[src/rtl/stream_deserializer_pkg.sv]
// rtl/stream_deserializer_pkg.sv - shared types and slice-ordering helper for the deserializer
package stream_deserializer_pkg;

  typedef enum logic {
    OUT_EMPTY = 1'b0,
    OUT_FULL  = 1'b1
  } out_state_e;

  // Element k of a word lands in this slice, depending on the chosen ordering.
  function automatic int unsigned slice_index(int unsigned k, int unsigned num_elem, bit lsb_first);
    return lsb_first ? k : (num_elem - 1 - k);
  endfunction

endpackage

[src/rtl/stream_holding_reg.sv]
// rtl/stream_holding_reg.sv - one-entry valid/ready output register with load, hold, drain and clear
module stream_holding_reg
  import stream_deserializer_pkg::*;
#(
  parameter int WIDTH = 32
) (
  input  logic             clk_i,
  input  logic             rst_ni,
  input  logic             clear_i,
  input  logic             load_i,
  input  logic [WIDTH-1:0] data_i,
  output logic [WIDTH-1:0] data_o,
  output logic             valid_o,
  input  logic             ready_i
);

  out_state_e state;

  // A load while FULL is only issued when the consumer drains the same cycle.
  always_ff @(posedge clk_i) begin
    if (!rst_ni) begin
      state  <= OUT_EMPTY;
      data_o <= '0;
    end else if (clear_i) begin
      state <= OUT_EMPTY;
    end else begin
      case (state)
        OUT_EMPTY: begin
          if (load_i) begin
            state  <= OUT_FULL;
            data_o <= data_i;
          end
        end
        OUT_FULL: begin
          if (load_i) begin
            data_o <= data_i;
          end else if (ready_i) begin
            state <= OUT_EMPTY;
          end
        end
        default: state <= OUT_EMPTY;
      endcase
    end
  end

  assign valid_o = (state == OUT_FULL);

endmodule

[src/rtl/stream_deserializer.sv]
// rtl/stream_deserializer.sv - gathers NUM_ELEM narrow stream beats into one wide output word
module stream_deserializer
  import stream_deserializer_pkg::*;
#(
  parameter int ELEM_WIDTH = 8,
  parameter int NUM_ELEM   = 4,
  parameter int LSB_FIRST  = 1
) (
  input  logic                             clk_i,
  input  logic                             rst_ni,
  input  logic                             clear_i,
  input  logic [ELEM_WIDTH-1:0]            elem_i,
  input  logic                             elem_valid_i,
  output logic                             elem_ready_o,
  output logic [ELEM_WIDTH*NUM_ELEM-1:0]   word_o,
  output logic                             word_valid_o,
  input  logic                             word_ready_i,
  output logic [$clog2(NUM_ELEM+1)-1:0]    count_o
);

  localparam int COUNT_WIDTH = $clog2(NUM_ELEM + 1);
  localparam int WORD_WIDTH  = ELEM_WIDTH * NUM_ELEM;
  localparam logic [COUNT_WIDTH-1:0] LAST_IDX = COUNT_WIDTH'(NUM_ELEM - 1);

  if (NUM_ELEM < 2) begin : g_num_elem_check
    $warning("stream_deserializer: NUM_ELEM should be at least 2");
  end

  logic [COUNT_WIDTH-1:0] count;
  logic [WORD_WIDTH-1:0]  assembly;
  logic [WORD_WIDTH-1:0]  next_assembly;
  logic                   accept;
  logic                   last_beat;

  // Only the final beat needs room in the output register; earlier beats never stall.
  assign elem_ready_o = rst_ni & ~clear_i &
                        ((count < LAST_IDX) | ~word_valid_o | word_ready_i);
  assign accept       = elem_valid_i & elem_ready_o;
  assign last_beat    = (count == LAST_IDX);
  assign count_o      = count;

  always_comb begin
    next_assembly = assembly;
    next_assembly[slice_index(int'(count), NUM_ELEM, LSB_FIRST != 0) * ELEM_WIDTH +: ELEM_WIDTH] = elem_i;
  end

  always_ff @(posedge clk_i) begin
    if (!rst_ni) begin
      count    <= '0;
      assembly <= '0;
    end else if (clear_i) begin
      count <= '0;
    end else if (accept) begin
      assembly <= next_assembly;
      count    <= last_beat ? '0 : count + COUNT_WIDTH'(1);
    end
  end

  stream_holding_reg #(
    .WIDTH(WORD_WIDTH)
  ) u_out_reg (
    .clk_i  (clk_i),
    .rst_ni (rst_ni),
    .clear_i(clear_i),
    .load_i (accept & last_beat),
    .data_i (next_assembly),
    .data_o (word_o),
    .valid_o(word_valid_o),
    .ready_i(word_ready_i)
  );

endmodule
[config.mk]
export PLATFORM = sky130hd
export DESIGN_NAME = stream_deserializer
export DESIGN_NICKNAME = d
export VERILOG_FILES = /design/src/rtl/stream_deserializer_pkg.sv /design/src/rtl/stream_holding_reg.sv /design/src/rtl/stream_deserializer.sv
export SDC_FILE = /design/constraint.sdc
export NUM_CORES = 1
export LEC_CHECK = 0
export CORE_ASPECT_RATIO = 1.25
export CORE_UTILIZATION = 53
export CTS_CLUSTER_SIZE = 8
export DETAILED_ROUTE_END_ITERATION = 10
export PLACE_DENSITY = 0.86
export SLEW_MARGIN = 20
export SYNTH_ARGS = -nofsm -noshare
export SYNTH_HDL_FRONTEND = slang
export SYNTH_HIERARCHICAL = 1
export SYNTH_SLANG_ARGS = --single-unit
[constraint.sdc]
create_clock -name clk_i -period 2.7 [get_ports clk_i]
set_input_delay 0.81 -clock clk_i [delete_from_list [all_inputs] [get_ports clk_i]]
set_output_delay 0.81 -clock clk_i [all_outputs]
set_load 0.02 [all_outputs]
### Word level (Yosys, flattened, before mapping)

Index checks and enable logic that the tools add are counted.

* add/sub/neg operators: 2
* magnitude comparators: 1
* equality and inequality tests: 1
* shift operators: 2
* multiplexer cells: 7
* bitwise logic cells: 9
* reduce and logical (&&, ||, !) cells: 3

Operator list (count)
* $neg A6 Y34: 1
* $shift A8 B34 Y32 const A: 1
* $shiftx A8 B34 Y32: 1
* $bwmux W32: 1
* $mux W32: 1
* $and A1 B1 Y1: 4
* $reduce_and A2 Y1: 2
* $add A3 B1 Y3 const B: 1
* $eq A3 B2 Y1 const B: 1
* $lt A3 B2 Y1 const B: 1
* $mux W1: 3
* $mux W3: 1
* $not A1 Y1: 3
* $or A1 B1 Y1: 2
* $pmux W1 S2: 1
* $reduce_or A2 Y1: 1

* bits in registers: 68
* bits of input ports: 13
* word-level logic and storage cells: 29

### Longest topological paths before layout

* word-level depth: 8
* mapped depth: 9

### Hierarchy

The synthesis kept the hierarchy.

By module, submodules not included
* stream_deserializer: times used 1, cells an instance 183, area each 1775.5 µm², seq. area each 700.7 µm²
* stream_holding_reg: times used 1, cells an instance 144, area each 1362.6 µm², seq. area each 660.6 µm²

### Worst setup path before layout

Ideal clock, no wire load.

* path kind: input-to-reg
* from: input port clear_i
* to: register u_out_reg.data_o[0]
* data arrival time: 2362 ps
* path slack: 267 ps
* stages: 8
* buffers on the path: 3
* cells stage by stage: nand2b_1 -> a211oi_4 -> buf_2 -> and3_1 -> nor2b_4 -> buf_6 -> buf_12 -> mux2i_1

* word-level cells in the longest chain between the ends: 6

Ends and longest elaborated chain
* from (decl): RTL line stream_deserializer.sv:11 `input logic clear_i,`
* $not A1 Y1 (no line) *
* $and A1 B1 Y1 (2 in a row): RTL line stream_deserializer.sv:36 `assign elem_ready_o = rst_ni & ~clear_i &`
* $and A1 B1 Y1: RTL line stream_deserializer.sv:38 `assign accept = elem_valid_i & elem_ready_o;`
* $and A1 B1 Y1: RTL line stream_deserializer.sv:65 `.load_i (accept & last_beat),`
* $reduce_and A2 Y1 (no line) *
* to (signal assigned): RTL line stream_holding_reg.sv:31 `data_o <= data_i;`
* to (signal assigned): RTL line stream_holding_reg.sv:36 `data_o <= data_i;`
* to (decl): RTL line stream_holding_reg.sv:12 `output logic [WIDTH-1:0] data_o,`

Mark *: on every way between the ends. The rest lies on a longest branch, timed or not.
A chain may end at the register's enable or synchronous reset.

### Final worst setup path

* from: input port clear_i
* to: output port elem_ready_o

* word-level cells in the longest chain between the ends: 3

Ends and longest elaborated chain
* $not A1 Y1 (no line)
* $and A1 B1 Y1 (2 in a row): RTL line stream_deserializer.sv:36
* to (decl): RTL line stream_deserializer.sv:14 `output logic elem_ready_o,`

Every way passes these cells.

==> impl_results.rst <==
.. list-table::
   :header-rows: 1

   * - Metric
     - Value
   * - Largest clock skew in the final design
     - 0.00737 ns
   * - Number of CTS-inserted buffers
     - 9
   * - Post-synth cell types
     - 28
   * - Finished layout cell area
     - 0.00384 mm²
   * - Non-filler cells, final
     - 447
   * - Arr. time, crit path
     - 1.69 ns
   * - Max H-tree Level
     - 3
   * - Fin. max-slew vios
     - 0
   * - Aggregate routed wire length
     - 6060 µm
   * - Fillers
     - 431
   * - Final cycle utilization of the critical path
     - 0.926
   * - Total core area
     - 0.00556 mm²
   * - Normalized max-slew margin
     - 0.478
   * - DRC errors left
     - 10
   * - Pin count of the biggest net entering global routing
     - 98
   * - Vias in the first global route
     - 2131
   * - 1st-pass router iterations
     - 8
   * - Proportion of register bits with asynchronous set or reset after synthesis
     - 0
   * - Synth Area per Inst
     - 9.60 µm²
   * - Mean number of vias per cell
     - 5.10
   * - Sum of routed wire segments on met1
     - 2840 µm
   * - Actual transition at the worst max-transition pin
     - 0.782 ns
   * - Gate count after technology mapping
     - 327
   * - CP Data Required Time
     - 1.89 ns
   * - Detailed placer's ending HPWL
     - 3970 µm
   * - Maximum clock path buffer count
     - 2
   * - Final setup violation count
     - 0
   * - Top_reg_cell synth
     - dfxtp_1
   * - Number of sinks handled by clock tree synthesis
     - 68
   * - Placed Instances
     - 431
   * - Port bufs
     - 49
   * - Power per unit of standard cell area
     - 507 mW/mm²
   * - Clock tree root buffer cell
     - clkbuf_8
   * - Share of synthesized area occupied by flip-flops and latches
     - 0.434
   * - Top fanout value on the critical path
     - 2
   * - Routability cong.
     - 0.697
   * - Source-to-sink clock delay at the later pin of the worst-skew pair
     - 0.35 ns
   * - Number of nets produced by synthesis
     - 343
   * - Cell area after placement
     - 0.00367 mm²
   * - Hold Crit Class
     - reg2reg
   * - Final number of hold-violating endpoints
     - 0
   * - Number of max-capacitance violations reported
     - 0
   * - Run status
     - finished with violations
   * - Mapped Area
     - 0.00314 mm²
   * - Violations in the final reports
     - DRC
   * - Number of antenna violations at the first check in global routing
     - 0
   * - Die Span Y
     - 88.0 µm
   * - Total length of routed met3 wires
     - 248 µm
   * - Routed len/inst
     - 13.6 µm
   * - Leakage power of the design
     - 1.50 nW
   * - Critical path class
     - in2out
   * - Number of DRC markers in iteration 0
     - 144
   * - Met2 wire length
     - 2870 µm
   * - Capturing element type of the critical path
     - output port
   * - TritonCTS clock tree
     - built
   * - Area added between synthesis and finish
     - 22.5%
   * - Total grt overflow
     - 0
   * - FF+latch count, synth
     - 68
   * - Clock-pin slew on the worst setup and hold paths
     - 0.07 ns
   * - Count of vias placed by the detailed router
     - 2278
   * - Top library cells by usage in the layout, fill and taps aside
     - dfxtp_1 (68), nand2_1 (65), mux2i_1 (64)
   * - Uppermost layer routed
     - met4
   * - Number of warning messages in the yosys log
     - 6
   * - Overall die width
     - 70.8 µm
   * - EDFF count, synth
     - 0
   * - Ports
     - 50
   * - Startpoint type of the worst setup path
     - primary input
   * - Time the worst path needs with I/O delays and setup
     - 2.50 ns
   * - Nets@finish
     - 394
   * - Fraction of layout cells with a size suffix above 1
     - 0.123
   * - Setup repair after global routing missed its margin
     - no
   * - Core Rows
     - 30
   * - Remaining number of nets flagged by the antenna check after routing
     - 0
   * - Total inserted antenna cells
     - 0
   * - Overall Global Routing Usage
     - 0.206
   * - Worst IR drop on VDD
     - 0.259 mV
   * - Maximum clock frequency
     - 400 MHz
   * - Most common cell after layout, fill and taps aside
     - dfxtp_1
   * - Area of the die
     - 0.00623 mm²
   * - Starting Density
     - 0.565
   * - Total Power Consumption
     - 0.00195 W
   * - First-pass GRT wire length
     - 9830 µm
[layout make-up]
| cell class | count | area, µm² | area share |
|---|---|---|---|
| tap | 64 | 80.1 | 0.0208 |
| clock buffer | 11 | 131 | 0.0342 |
| clock inverter | 5 | 52.6 | 0.0137 |
| inverter | 21 | 78.8 | 0.0205 |
| timing repair buffer | 60 | 601 | 0.156 |
| sequential | 68 | 1360 | 0.354 |
| multi-input combinational | 218 | 1540 | 0.401 |
[layer usage]
layer,vias to the layer above,GRT usage
li1,1186,-
met1,1037,0.255
met2,43,0.333
met3,12,0.0621
met4,0,0.0909
met5,-,0
[synth_stat cells (3+ instances only)]
| library cell | number | share of area |
|---|---|---|
| buf_12 | 3 | 0.019 |
| clkbuf_1 | 4 | 0.0048 |
| dfxtp_1 | 68 | 0.43 |
| mux2i_1 | 64 | 0.20 |
| ha_1 | 3 | 0.012 |
| nand2b_1 | 3 | 0.0060 |
| nor2b_1 | 18 | 0.036 |
| mux2_2 | 17 | 0.061 |
| a21oi_1 | 18 | 0.029 |
| buf_2 | 8 | 0.013 |
| o21ai_0 | 16 | 0.026 |
| inv_1 | 21 | 0.025 |
| nand2_1 | 65 | 0.078 |
[sequential cells by signal, summed over array words and instances, names as in the netlist]
signal,count
u_out_reg/valid_o,1
assembly,32
u_out_reg/data_o,32
count_o,3
[worst paths after layout]
| check | depth (start not counted) | startpoint | slack [ns] | end |
|---|---|---|---|---|
| max | 4 | clear_i | 0.20 | elem_ready_o |
| min | 2 | u_out_reg/data_o[20] | 0.45 | u_out_reg/data_o[20] |
| max reg2reg | 8 | count_o[0] | 0.36 | assembly[30] |
| min reg2reg | 2 | u_out_reg/data_o[20] | 0.45 | u_out_reg/data_o[20] |
[worst max-delay path, stage by stage]
cell             delay (ns)
clkdlybuf4s50_1        0.41
nand2b_1               0.17
a21oi_1                0.12
clkbuf_2               0.18
[power by group]
part | internal, W | total, W | switching, W
sequential | 0.00102 | 0.00102 | 0.00000629
clock | 0.000422 | 0.000802 | 0.000380
combinational | 0.0000545 | 0.000128 | 0.0000733
total | 0.00149 | 0.00195 | 0.000459
[cells by family after synthesis]
logic type | after synthesis | synth area share
AND/OR/NAND/NOR | 95 | 0.142
multiplexers | 81 | 0.265
flip-flops | 68 | 0.434
buffers and inverters | 41 | 0.0754
AO/OA/AOI/OAI | 39 | 0.0714
adder cells (fa/ha/maj) | 3 | 0.0120
[repair_timing]
action,CTS,global route
setup endpoints to repair,1,1
hold endpoints to repair,0,0
gates resized for setup,1,2
hold buffers,0,0
setup buffers,0,0
cloned,0,0
[stage by stage]
step | setup slack, ns | TNS, ns | hold WS (ns) | util
after floorplan | 0.267 | 0 | 0.477 | -
after CTS | 0.0520 | 0 | 0.458 | 0.693
final | 0.200 | 0 | 0.455 | 0.692
after detailed placement | -0.217 | -0.217 | 0.445 | 0.660
after global routing | 0.133 | 0 | 0.475 | 0.692
after global placement | -0.210 | -0.210 | 0.441 | 0.660
Power figures use the tool's default switching activity.
